File: src/rtl/fetch_redirect.sv
// rtl/fetch_redirect.sv - I-cache fetch front end with {pc, inst} FIFO and redirect/flush
// Optional performance counters are enabled by defining FETCH_PERF_CTR_EN.
module fetch_redirect #(
    parameter logic [31:0] PC_RESET    = 32'h1ECE_B000,
    parameter int          QUEUE_DEPTH = 16,
    parameter int          PC_STEP     = 4
) (
    input  logic        clk,
    input  logic        rst,
    output logic [31:0] ufp_addr,
    output logic [3:0]  ufp_rmask,
    output logic [3:0]  ufp_wmask,
    output logic [31:0] ufp_wdata,
    input  logic [31:0] ufp_rdata,
    input  logic        ufp_resp,
    input  logic        redirect_valid,
    input  logic [31:0] redirect_pc,
    input  logic        dequeue,
    output logic        is_empty,
    output logic [63:0] dequeue_rdata
`ifdef FETCH_PERF_CTR_EN
    ,
    output logic [31:0] perf_fetch_cnt,
    output logic [31:0] perf_discard_cnt
`endif
);

    localparam int PW = $clog2(QUEUE_DEPTH);
    localparam int CW = PW + 1;
    localparam logic [CW-1:0] DEPTH_C = CW'(QUEUE_DEPTH);

    typedef enum logic [1:0] {
        S_IDLE,
        S_READ,
        S_WAIT,
        S_DRAIN
    } state_e;

    state_e          state_q, state_d;
    logic [31:0]     pc_q, pc_d;
    logic [31:0]     pend_pc_q, pend_pc_d;
    logic [PW-1:0]   head_q, head_d;
    logic [PW-1:0]   tail_q, tail_d;
    logic [CW-1:0]   count_q, count_d;
    logic [63:0]     mem_q [QUEUE_DEPTH];

    logic            enq;
    logic            deq;
    logic            discard;
    logic [31:0]     redirect_pc_al;

    assign redirect_pc_al = redirect_pc & 32'hFFFF_FFFC;

    assign enq     = (state_q == S_READ) && ufp_resp && !redirect_valid;
    assign deq     = dequeue && (count_q != '0) && !redirect_valid;
    // A response is stale if it lands in DRAIN or races a redirect in READ.
    assign discard = ufp_resp && ((state_q == S_DRAIN) ||
                                  ((state_q == S_READ) && redirect_valid));

    always_comb begin
        state_d   = state_q;
        pc_d      = pc_q;
        pend_pc_d = pend_pc_q;
        head_d    = head_q;
        tail_d    = tail_q;
        count_d   = count_q;

        if (redirect_valid) begin
            head_d  = '0;
            tail_d  = '0;
            count_d = '0;
            if (((state_q == S_READ) || (state_q == S_DRAIN)) && !ufp_resp) begin
                // Request still outstanding: wait for its response before refetching.
                state_d   = S_DRAIN;
                pend_pc_d = redirect_pc_al;
            end else begin
                state_d = S_READ;
                pc_d    = redirect_pc_al;
            end
        end else begin
            if (enq) begin
                tail_d = tail_q + PW'(1);
            end
            if (deq) begin
                head_d = head_q + PW'(1);
            end
            count_d = count_q + CW'(enq) - CW'(deq);

            case (state_q)
                S_IDLE: begin
                    state_d = S_READ;
                end
                S_READ: begin
                    if (ufp_resp) begin
                        pc_d    = pc_q + 32'(PC_STEP);
                        state_d = (count_d == DEPTH_C) ? S_WAIT : S_READ;
                    end
                end
                S_WAIT: begin
                    if (count_d < DEPTH_C) begin
                        state_d = S_READ;
                    end
                end
                S_DRAIN: begin
                    if (ufp_resp) begin
                        pc_d    = pend_pc_q;
                        state_d = S_READ;
                    end
                end
                default: begin
                    state_d = S_IDLE;
                end
            endcase
        end
    end

    always_ff @(posedge clk) begin
        if (rst) begin
            state_q   <= S_IDLE;
            pc_q      <= PC_RESET;
            pend_pc_q <= PC_RESET;
            head_q    <= '0;
            tail_q    <= '0;
            count_q   <= '0;
        end else begin
            state_q   <= state_d;
            pc_q      <= pc_d;
            pend_pc_q <= pend_pc_d;
            head_q    <= head_d;
            tail_q    <= tail_d;
            count_q   <= count_d;
        end
    end

    always_ff @(posedge clk) begin
        if (enq) begin
            mem_q[tail_q] <= {ufp_addr, ufp_rdata};
        end
    end

    assign ufp_addr      = pc_q;
    assign ufp_rmask     = ((state_q == S_READ) || (state_q == S_DRAIN)) ? 4'hF : 4'h0;
    assign ufp_wmask     = 4'h0;
    assign ufp_wdata     = 32'h0;
    assign is_empty      = (count_q == '0);
    assign dequeue_rdata = mem_q[head_q];

`ifdef FETCH_PERF_CTR_EN
    logic [31:0] fetch_cnt_q;
    logic [31:0] discard_cnt_q;

    always_ff @(posedge clk) begin
        if (rst) begin
            fetch_cnt_q   <= '0;
            discard_cnt_q <= '0;
        end else begin
            if (enq) begin
                fetch_cnt_q <= fetch_cnt_q + 32'd1;
            end
            if (discard) begin
                discard_cnt_q <= discard_cnt_q + 32'd1;
            end
        end
    end

    assign perf_fetch_cnt   = fetch_cnt_q;
    assign perf_discard_cnt = discard_cnt_q;
`else
    logic unused_discard;
    assign unused_discard = discard;
`endif

endmodule

File: config.mk
export PLATFORM = sky130hd
export DESIGN_NAME = fetch_redirect
export DESIGN_NICKNAME = d
export VERILOG_FILES = /design/src/rtl/fetch_redirect.sv
export SDC_FILE = /design/constraint.sdc
export NUM_CORES = 1
export LEC_CHECK = 0
export CAP_MARGIN = 20
export CORE_AREA = 2 2 282 284
export CTS_BUF_LIST = sky130_fd_sc_hd__clkbuf_8
export DETAILED_ROUTE_END_ITERATION = 8
export DIE_AREA = 0 0 284 286
export DONT_BUFFER_PORTS = 1
export PLACE_DENSITY_LB_ADDON = 0.2
export SLEW_MARGIN = 20
export SYNTH_ARGS = -nofsm -noshare
export SYNTH_HDL_FRONTEND = slang
export SYNTH_SLANG_ARGS = --single-unit
File: constraint.sdc
create_clock -name clk -period 7.4 [get_ports clk]
set_input_delay 0.37 -clock clk [delete_from_list [all_inputs] [get_ports clk]]
set_output_delay 0.37 -clock clk [all_outputs]
set_load 0.02 [all_outputs]
# Word-level counts from Yosys, hierarchy flattened

Memories as Yosys holds them, arrays and structs flattened. A register that Yosys moved wholly into a read port is not among the register bits.
Cells that the tools add are included.

Memory bits (writable): 1024
Memories kept: 1
Bits in read-only memories: 0
Input port bits: 69
Bits in latches: 0
Bits in registers: 77
Logic and storage cells: 54

Reduce and logical (&&, ||, !) cells: 16
$mul: 0
Muxes and demuxes: 17
Shift operators: 0
Bitwise operators: 0
Add/subtract/negate cells: 5
Equal/unequal tests: 8
Order comparisons: 1
Div/mod/pow operators: 0

Memories:

| name  | depth | bits a word | read ports | clocked after memory_dff | wr ports | line | RTL |
|---|---|---|---|---|---|---|---|
| mem_q | 16    | 64          | 1          | 1                        | 1        | 45   | `logic [63:0] mem_q [QUEUE_DEPTH];` |

Operator list:

| operator              | number |
|---|---|
| $mux 32               | 4 |
| $pmux 32 s2           | 1 |
| $add 32x3->32 const B | 1 |
| $mux 2                | 6 |
| $mux 4                | 3 |
| $ne 3x3->1 const B    | 3 |
| $add 4x1->4 const B   | 2 |
| $pmux 2 s4            | 1 |
| $add 5x1->5           | 1 |
| $eq 5x5->1 const B    | 1 |
| $logic_and 1x1->1     | 5 |
| $logic_not 5->1       | 1 |
| $lt 5x5->1 const B    | 1 |
| $reduce_bool 5->1     | 1 |
| $sub 5x1->5           | 1 |
| $eq 2x2->1 const B    | 2 |
| $reduce_and 4->1      | 1 |
| $reduce_and 3->1      | 1 |
| $reduce_bool 3->1     | 1 |
| $eq 2x1->1 const B    | 1 |
| $logic_not 1->1       | 2 |
| $logic_not 2->1       | 1 |
| $mux 1                | 2 |
| $ne 2x2->1 const B    | 1 |
| 3 further kinds       | 3 |

# Depth between registers and ports, before layout

Gate-level depths: netlist of run 1.

Depth after elaboration: 10
Depth in mapped cells: 15

# Worst setup path before layout of run 1

No wires, ideal clock.

Kind: input port to flip-flop
Start point: input redirect_valid
End point: memory mem_q[3][0], enable pin
Cell stages on the path: 6
Arrival: 5.514 ns
Path buffers: 2
Setup time: 0.558 ns
Setup slack: 1.328 ns
Cell sequence: clkbuf_1 > a21o_1 > clkbuf_1 > nor2_1 > nand2_1 > nor3_1

Longest elaborated chain between the ends: 4

RTL lines:

| item                         | line | RTL |
|---|---|---|
| from (decl)                  | 16   | `input logic redirect_valid,` |
| $logic_not 1->1              | 54   | `assign enq = (state_q == S_READ) && ufp_resp && !redirect_valid;` |
| $logic_and 1x1->1            | 54   |  |
| $mux 1                       | 136  | `if (enq) begin` |
| $mux 1 (implied by the code) | 137  | `mem_q[tail_q] <= {ufp_addr, ufp_rdata};` |
| to (decl)                    | 45   |  |

No other way between the ends.

# Worst setup path in the final report of run 1

Start point: register state_q[0]
End point: register state_q[1]

Longest elaborated chain between the ends: 10
Elaborated cells between the ends (all ways): 21

RTL lines:

| item                           | line       | RTL |
|---|---|---|
| from (decl)                    | 39         | `state_e state_q, state_d;` |
| from (signal assigned)         | 126        | `state_q <= state_d;` |
| $eq 2x1->1                     | 54, 72, 89 |  |
| $logic_and 1x1->1 (2 in a row) | 54         |  |
| $add 5x1->5                    | 87         | `count_d = count_q + CW'(enq) - CW'(deq);` |
| $sub 5x1->5                    | 87         |  |
| $eq 5x5->1                     | 96         | `state_d = (count_d == DEPTH_C) ? S_WAIT : S_READ;` |
| $mux 2                         | 96         |  |
| $mux 2                         | 94         | `if (ufp_resp) begin` |
| $pmux 2 s4                     | 89         | `case (state_q)` |
| $mux 2                         | 68         | `if (redirect_valid) begin` |

Parallel ways exist; a longest one is shown, timed or not. The select of a mux whose other input is x is not followed.
A chain may end at the register's enable or synchronous reset.

==> results_dict.tcl, run 1 <==
set metrics [dict create \
    status "finished clean" \
    synth_area_leader_cell "edfxtp_1" \
    wl_met1_mm 37.1 \
    syn_area_per_cell_um2 21.1 \
    timing.rr.start "state_q[0]" \
    crit_type "flip-flop to flip-flop" \
    drc_errors 0 \
    hold_end "ufp_addr[3]" \
    async_reset_ff_share_pct 0 \
    cts_tree "built" \
    rsz0062_at_grt "false" \
    clock_path_buffers 3 \
    start_util_pct 53.5 \
    antenna_found_initial 3 \
    max_freq_mhz 241 \
    setup-tns-final_ns 0 \
    tightest_slew_ns 1.12 \
    maxSlewHeadroom_pct 25.6 \
    final-seq-area_um2 31400 \
    path_clk_slew_ns 0.06 \
    antenna_left 0 \
    crit_top_cell "inv_1" \
    synth-edff-count 992 \
    synthCells 1988 \
    totalPowerFinal_w 0.0121 \
    hold_viol 0 \
    drive_gt1_share_pct 25.6 \
    hold_depth 4 \
    fp.dieW_um 284 \
    multi_input_area_um2 9790 \
    top_layer_used "met4" \
    grt_pass1_vias 21503 \
    portBuffers 0 \
    grt.total_usage_pct 22.9 \
    ctsResizeCount 0 \
    synth_area_um2 41900 \
    final.period_utilization_pct 56.1 \
    worstPathMaxFanout 13 \
    ioPinCount 206 \
    dr_wl_met3_mm 6.62 \
    finalNetCount 2260 \
    wl_mm 91.2 \
    setup_viol 0 \
    hold_path_class "primary input to flip-flop" \
    critical_path.slowest_cell "dlygate4sd3_1" \
    layout_min_cycle_time_ns 4.15 \
    mostFrequentLayoutCell "edfxtp_1" \
    cp-start-kind "flip-flop" \
    via_per_inst 6.10 \
    grt_pass1_wl_mm 136 \
    max-cap-violations 0 \
    leakage_nw 14.6 \
    finalClockSkew_ns 0.0361 \
    areaGrowthSynthToFinish_pct 12.0 \
    end_kind "flip-flop" \
    dp_hpwl_mm 46.4 \
    synth_top_area_share_pct 71.1 \
    yosysUniqueCellTypes 67 \
    hold_path.startpoint "ufp_resp" \
    powerDensity_nw_per_um2 259 \
    die_area_um2 81200 \
    crit_arrival_ns 4.89 \
    htreeDepth 4 \
    drv_slew 0 \
    ys_seq_area_share_pct 74.9 \
    cts-root-buf "clkbuf_8" \
    fillers 5641 \
    core_area_um2 78400 \
    cts_made_buffers 170 \
    synthTopCellsByArea "edfxtp_1, mux4_2, dfxtp_1" \
    cts_setup_buffers 0 \
    ys_warn_count 0 \
    drt_first_pass_iters 7 \
    vias 20420 \
    clkLatencyLatePin_ns 0.80 \
    grt_start_max_net_pins 151 \
    ir_drop_v 0.000185 \
    gp_congestion 0.804 \
    overflow 0 \
    cts_sinks 1071 \
    reg2regPathDepth 14 \
    rows 103 \
    route.met2.wl_mm 45.9 \
    wl_per_cell_um 27.2 \
    r2r-end "state_q[1]" \
    ff2ff_setup_slack_ns 3.25 \
    dominantRegCellSynth "edfxtp_1" \
    drtIter0Drc 1841 \
    required_ns 8.14 \
    final_cell_mix "edfxtp_1, mux4_2, clkbuf_8" \
    synth_seq_cells 1071 \
    critical_path.max_stage_delay_ns 0.55 \
    die_y_um 286 \
    path_cells "a21o_1 > nor2_1 > inv_1 > ha_1 > inv_1 > ha_1 > inv_1 > fa_1 > xor2_1 > nand3b_1 > nor4_1 > o2111ai_1 > a31oi_1 > dlygate4sd3_1" \
]
[kinds of logic after synthesis]
family / share of synthesized area, %
DFF: 74.9
muxes: 16.8
buffers and inverters: 2.39
adders and majority gates: 0.406
AOI/OAI and AO/OA: 2.20
xor gates and xnor gates: 0.418
other: 0.00895
and+or+nand+nor: 2.91
[metrics by stage]
step           instance area [µm²]  hold WS (ns)  utilization [%]  std cells  worst slack [ns]
2_1_floorplan                42000         0.432                -       2027              1.33
3_3_place_gp                 42900         0.431             54.8       2968              3.49
3_5_place_dp                 43000         0.440             54.8       2969              3.46
4_1_cts                      46900       0.00319             59.9       3348              2.98
5_1_grt                      46900        0.0787             59.9       3349              2.92
6_report                     46900        0.0883             59.9       3349              3.25
[registers in the layout, indices dropped and copies added (netlist names), named ones only]
signal and count:
count_q 5, head_q 4, ufp_addr 30, mem_q 992, pend_pc_q 30, tail_q 4, state_q 2
[final cells by class]
cell class | count | area share (%)
antenna | 1 | 0.00533
clock buffer | 173 | 5.07
clock inverter | 119 | 1.48
inverter | 16 | 0.128
multi-input combinational | 786 | 20.9
sequential | 1071 | 66.9
tap | 1050 | 2.80
timing repair buffer | 133 | 2.77
[power breakdown]
group	switching, W	internal (W)
registers	0.000158	0.00672
clock network	0.00222	0.00238
logic	0.000377	0.000284
total	0.00275	0.00938
[timing repair]
action | CTS | global route
hold endpoints to repair | 583 | 0
endpoints found under the setup margin | 0 | 0
hold buffers | 87 | 0
[Yosys cell counts, types with 3 or more instances]
cell and n:
a31oi_1 6, nor2_1 48, a21oi_1 49, o21ai_0 26
mux4_2 310, and2_1 4, a21o_1 6, buf_2 12
a311oi_1 5, nor3_1 21, o21ai_1 7, nand4_1 11
nand2_1 103, and3_1 11, nand3_1 24, edfxtp_1 992
mux2i_1 4, clkbuf_1 62, buf_6 25, o211ai_1 7
xnor2_1 6, nand2b_1 5, buf_1 12, a211oi_1 9
dfxtp_1 79, xor2_1 14, ha_1 12, nor4_1 5
buf_4 43, o22ai_1 6, inv_1 16, a2111oi_0 3
[worst max path at each step]
| stage | startpoint | end | cells after the start |
|---|---|---|---|
| floorplan | redirect_valid | mem_q[3][0] | 6 |
| global placement | state_q[0] | state_q[0] | 13 |
| detailed placement | state_q[0] | state_q[0] | 13 |
| CTS | state_q[0] | state_q[1] | 14 |
| global route | flip-flop | dequeue_rdata[18] | 3 |
| finish | state_q[0] | state_q[1] | 14 |
[layer usage]
layer  GRT usage (%)  vias up
met3            4.86      144
met5               0        -
li1                -     8587
met4            6.21        0
met1            31.5    10853
met2            37.9      836
[worst max-delay path: cells and delay by family (launching register included)]
family | cells | cell delay (ns)
adder cells (fa/ha/maj) | 3 | 0.90
buffers and inverters | 4 | 0.84
AND/OR/NAND/NOR | 3 | 0.86
XOR/XNOR | 1 | 0.23
AO/OA/AOI/OAI | 3 | 0.74
flip-flops | 1 | 0.51
Power figures use the tool's default switching activity.
==> inputs of run 2 (changes only) <==
==> constraint.sdc (replaced) <==
create_clock -name clk -period 3.7 [get_ports clk]
set_input_delay 0.185 -clock clk [delete_from_list [all_inputs] [get_ports clk]]
set_output_delay 0.185 -clock clk [all_outputs]
set_load 0.02 [all_outputs]
==> run 2 against run 1 <==
Die area unchanged. Final area increased by 0.54%. Worst setup slack got worse by 2.9 ns. Count of clock-buffer cells in the layout unchanged. Critical path depth decreased by 11. Core utilization increased by 0.32 points. Final cell count increased by 1.3%. Flip-flop and latch count unchanged. Global-route usage increased by 0.15 points. Largest power group unchanged. Via count increased by 0.28%.
==> results_dict.tcl, run 2 (same netlist as run 1, synthesis figures left out) <==
set metrics [dict create \
    ff2ff_setup_slack_ns 0.49 \
    finalClockSkew_ns 0.0487 \
    start_util_pct 53.5 \
    rows 103 \
    layout.cells.non_filler 3391 \
    finalNetCount 2293 \
    ioPinCount 206 \
    end_kind "output pin" \
    drtIter0Drc 1946 \
    antenna_found_initial 3 \
    drt_first_pass_iters 9 \
    hold_depth 3 \
    grt_pass1_vias 21417 \
    htreeDepth 4 \
    r2r-end "state_q[0]" \
    final_util_pct 60.2 \
    tightest_slew_ns 1.04 \
    reg2regPathDepth 14 \
    status "finished clean" \
    cts_sinks 1071 \
    wl_mm 91.8 \
    drive_gt1_share_pct 26.5 \
    powerDensity_nw_per_um2 505 \
    grt.total_usage_pct 23.1 \
    final_cell_mix "edfxtp_1, mux4_2, clkbuf_8" \
    die_area_um2 81200 \
    core_area_um2 78400 \
    cp-start-kind "flip-flop" \
    timing.rr.start "count_q[2]" \
    gp_congestion 0.802 \
    max_freq_mhz 298 \
    drv_slew 0 \
    ir_drop_v 0.000258 \
    drc_errors 0 \
    final.period_utilization_pct 90.8 \
    critical_path.slowest_cell "dfxtp_4" \
    final_area_um2 47200 \
    leakage_nw 14.8 \
    grt_pass1_wl_mm 137 \
    overflow 0 \
    via_per_inst 6.04 \
    critical_path.max_stage_delay_ns 0.60 \
    portBuffers 0 \
    fp.dieW_um 284 \
    hold_path.startpoint "redirect_pc[30]" \
    layout_min_cycle_time_ns 3.36 \
    cts-root-buf "clkbuf_8" \
    place_area_um2 43400 \
    vias 20478 \
    regMostFlops "mem_q" \
    rsz0062_at_grt "false" \
    hold_end "pend_pc_q[30]" \
    ctsResizeCount 0 \
    largest_reg_flops 992 \
    die_y_um 286 \
    fillers 5590 \
    hold_viol 0 \
    areaGrowthSynthToFinish_pct 12.6 \
    crit_type "flip-flop to output pin" \
    wl_per_cell_um 27.1 \
    dp_cells 3005 \
    clock_path_buffers 3 \
    path_cells "buf_12 > mux4_2 > mux4_2" \
    crit_top_cell "mux4_2" \
    antenna_left 0 \
    path_clk_slew_ns 0.06 \
    maxSlewHeadroom_pct 30.5 \
    worstPathMaxFanout 64 \
    dp_hpwl_mm 47.5 \
    hold_path_class "primary input to flip-flop" \
    cts_made_buffers 169 \
    clkLatencyLatePin_ns 0.81 \
    setup_viol 0 \
    grt_start_max_net_pins 65 \
    cts_tree "built" \
    required_ns 3.51 \
    crit_arrival_ns 3.17 \
    max-cap-violations 0 \
    mostFrequentLayoutCell "edfxtp_1" \
]
==> run 2: changes by cell type in the layout (fill, tap and decap cells not counted), sizes merged <==
cell / previous run / this run
inv: 85 / 93
buf: 48 / 84
bufinv: 6 / 0
clkinvlp: 5 / 1
clkinv: 39 / 49
dlygate4sd3: 85 / 83
==> run 2: repair_timing <==
action | CTS | global route
endpoints found under the hold margin | 591 | 0
hold buffers | 85 | 0
buffers inserted | 0 | 0
==> run 2: per-layer routing <==
layer / GRT usage [%] / vias to the layer above / routed length [µm]
met5: 0 / - / 0
met4: 6.92 / 0 / 1840
met3: 4.44 / 135 / 6210
met2: 38.6 / 740 / 46600
met1: 31.2 / 10941 / 37200
li1: - / 8662 / -
==> run 2: final cells by class <==
type / instances / area, µm² / area share (%)
multi-input combinational: 786 / 9810 / 20.8
tap: 1050 / 1310 / 2.78
antenna: 1 / 2.50 / 0.00530
timing repair buffer: 167 / 1690 / 3.58
clock inverter: 127 / 536 / 1.14
clock buffer: 173 / 2380 / 5.05
sequential: 1071 / 31400 / 66.5
inverter: 16 / 60.1 / 0.127
==> run 2: metrics by stage <==
stage | hold slack, ns | TNS (ns) | setup slack, ns | power, W
after detailed placement | 0.261 | 0 | 0.503 | 0.0152
after global placement | 0.259 | 0 | 0.626 | 0.0152
after floorplan | 0.284 | -504.55 | -0.635 | 0.0149
final | 0.0676 | 0 | 0.340 | 0.0238
after CTS | 0.00388 | 0 | 0.205 | 0.0241
after global routing | 0.0620 | 0 | 0.157 | 0.0247
==> run 2: worst max path at each step <==
stage | cells past startpoint | startpoint | to | slack, ns
floorplan | 6 | state_q[0] | mem_q[15][0] | -0.63
global placement | 14 | count_q[2] | state_q[0] | 0.63
detailed placement | 14 | count_q[2] | state_q[0] | 0.50
CTS | 3 | flip-flop | dequeue_rdata[27] | 0.20
global route | 3 | flip-flop | dequeue_rdata[24] | 0.16
finish | 3 | flip-flop | dequeue_rdata[27] | 0.34
==> run 2: report_power, final <==
| group | switching, W | leakage [nW] | internal [W] |
|---|---|---|---|
| Sequential | 0.000118 | 9.60 | 0.0134 |
| Clock | 0.00438 | 1.77 | 0.00433 |
| Combinational | 0.000960 | 3.43 | 0.000610 |
==> run 2: worst max-delay path, delay by kind of cell, from the launching register on <==
kind | cells | cell delay (ns)
buffers and inverters | 1 | 0.47
flip-flops | 1 | 0.60
multiplexers | 2 | 1.20
==> inputs of run 3 (changes only) <==
==> constraint.sdc (replaced) <==
create_clock -name clk -period 3.7 [get_ports clk]
set_input_delay 0.37 -clock clk [delete_from_list [all_inputs] [get_ports clk]]
set_output_delay 0.37 -clock clk [all_outputs]
set_load 0.02 [all_outputs]
==> run 3 against run 2 <==
Worst setup slack lost 0.078 ns. Global-route usage grew 0.24 points. Count of clock-buffer cells in the layout grew 5. Combinational power about the same. Routed wire length rose by 1.2%. Hold slack better by 0.016 ns. Die area unchanged. Core utilization is 0.24 points higher. Sequential power barely moved. Non-clock buffer count stayed put. Via count down 0.27%.
==> results_dict.tcl, run 3 (same netlist as run 1, synthesis figures left out) <==
set metrics [dict create \
    wl_mm 92.9 \
    grt_pass1_wl_mm 138 \
    p_sw_w 0.00559 \
    finalNetCount 2295 \
    antenna_left 0 \
    antenna_found_initial 1 \
    totalPowerFinal_w 0.0243 \
    crit_type "flip-flop to output pin" \
    required_ns 3.33 \
    reg2regPathDepth 14 \
    setup_viol 0 \
    clock_path_buffers 3 \
    worstPathMaxFanout 21 \
    ir_drop_v 0.000300 \
    setup-tns-final_ns 0 \
    drtIter0Drc 1995 \
    hold_depth 4 \
    crit_family "multiplexers" \
    rows 103 \
    mostFrequentLayoutCell "edfxtp_1" \
    cts_made_buffers 171 \
    die_area_um2 81200 \
    clkPwrFrac_pct 37.8 \
    max-cap-violations 0 \
    ff2ff_setup_slack_ns 0.45 \
    drt_first_pass_iters 6 \
    wl_per_cell_um 27.3 \
    portBuffers 0 \
    largest_reg_flops 992 \
    timing.rr.start "count_q[2]" \
    htreeDepth 4 \
    hold_end "ufp_addr[25]" \
    layout_min_cycle_time_ns 3.44 \
    overflow 0 \
    hold_path_class "primary input to flip-flop" \
    final.period_utilization_pct 92.9 \
    rsz0062_at_grt "false" \
    pwr-share-comb_pct 6.5 \
    grt_pass1_vias 21670 \
    maxSlewHeadroom_pct 25.3 \
    path_cells "buf_12 > buf_12 > mux4_2 > mux4_2" \
    vias 20422 \
    leakage_nw 14.8 \
    clkLatencyLatePin_ns 0.82 \
    gp_congestion 0.809 \
    p_int_w 0.0187 \
    via_per_inst 6.00 \
    start_util_pct 53.5 \
    ctsResizeCount 0 \
    fp.dieW_um 284 \
    critical_path.max_stage_delay_ns 0.63 \
    hold_viol 0 \
    drc_errors 0 \
    hold_path.startpoint "redirect_pc[25]" \
    cts-root-buf "clkbuf_8" \
    r2r-end "state_q[0]" \
    drv_slew 0 \
    grt_start_max_net_pins 116 \
    dp_hpwl_mm 46.7 \
    cp-start-kind "flip-flop" \
    max_freq_mhz 291 \
    regMostFlops "mem_q" \
    grt.total_usage_pct 23.3 \
    fillers 5631 \
    sw_frac_of_total_pct 23.0 \
    worst-path-buf-inv 2 \
    critical_path.slowest_cell "dfxtp_4" \
    crit_arrival_ns 3.07 \
    die_y_um 286 \
    cts_tree "built" \
    status "finished clean" \
    core_area_um2 78400 \
    end_kind "output pin" \
    tightest_slew_ns 1.12 \
    areaGrowthSynthToFinish_pct 13.1 \
    finalClockSkew_ns 0.0483 \
    powerDensity_nw_per_um2 514 \
    pwr-share-seq_pct 55.7 \
    drive_gt1_share_pct 27.0 \
    path_clk_slew_ns 0.06 \
    final_cell_mix "edfxtp_1, mux4_2, clkbuf_8" \
    cts_sinks 1071 \
    ioPinCount 206 \
]
==> run 3: power groups by stage <==
| stage | Sequential (W) | Combinational, W | Clock, W |
|---|---|---|---|
| global route | 0.0136 | 0.00169 | 0.00997 |
| floorplan | 0.0139 | 0.00103 | 0 |
| finish | 0.0136 | 0.00158 | 0.00919 |
| detailed placement | 0.0138 | 0.00143 | 0 |
| global placement | 0.0138 | 0.00140 | 0 |
| CTS | 0.0136 | 0.00159 | 0.00943 |
==> run 3: layout make-up <==
type | instances | area (µm²) | area share [%]
Antenna cell | 2 | 5.00 | 0.0106
Clock buffer | 178 | 2450 | 5.17
Tap cell | 1050 | 1310 | 2.77
Multi-Input combinational cell | 786 | 9810 | 20.7
Sequential cell | 1071 | 31400 | 66.3
Inverter | 16 | 60.1 | 0.127
Clock inverter | 131 | 659 | 1.39
Timing Repair Buffer | 167 | 1680 | 3.56
==> run 3: worst max-delay path by stage <==
stage,to,slack (ns),cells after the start
floorplan,mem_q[15][0],-0.71,6
global placement,state_q[0],0.60,14
detailed placement,state_q[0],0.47,14
CTS,dequeue_rdata[34],0.12,4
global route,dequeue_rdata[44],0.08,4
finish,dequeue_rdata[44],0.26,4
==> run 3: worst register-to-register path, stage by stage (launching register included) <==
cell      delay, ns
dfxtp_1        0.34
inv_1          0.07
ha_1           0.19
nor4b_1        0.16
nor3b_1        0.38
ha_1           0.31
inv_1          0.06
ha_1           0.16
inv_1          0.07
fa_1           0.42
nand2b_1       0.16
a21oi_1        0.16
xnor2_1        0.23
nand4_1        0.19
a31o_1         0.25
==> run 3: timing repair <==
item / CTS / global route
hold endpoints to repair: 582 / 0
setup endpoints to repair: 0 / 0
hold buffers: 84 / 0
setup buffers: 0 / 0
==> run 3: per-stage QoR <==
step                      instance area, µm²  utilization (%)  setup WS [ns]  hold WS (ns)  cells
after floorplan                        42100                -         -0.710         0.432   2027
after global placement                 43400             55.4          0.605         0.433   3006
after detailed placement               43400             55.4          0.473         0.439   3006
after CTS                              47400             60.4          0.122      0.000623   3399
after global routing                   47400             60.4         0.0756        0.0395   3400
final                                  47400             60.5          0.262        0.0832   3401
==> run 3: per-layer routing <==
metal	up-vias	global-route usage, %	wire, µm
met1	10850	31.0	37600
met2	761	39.5	47500
met5	-	0	0
met4	0	6.72	1660
met3	132	4.81	6190
li1	8679	-	-
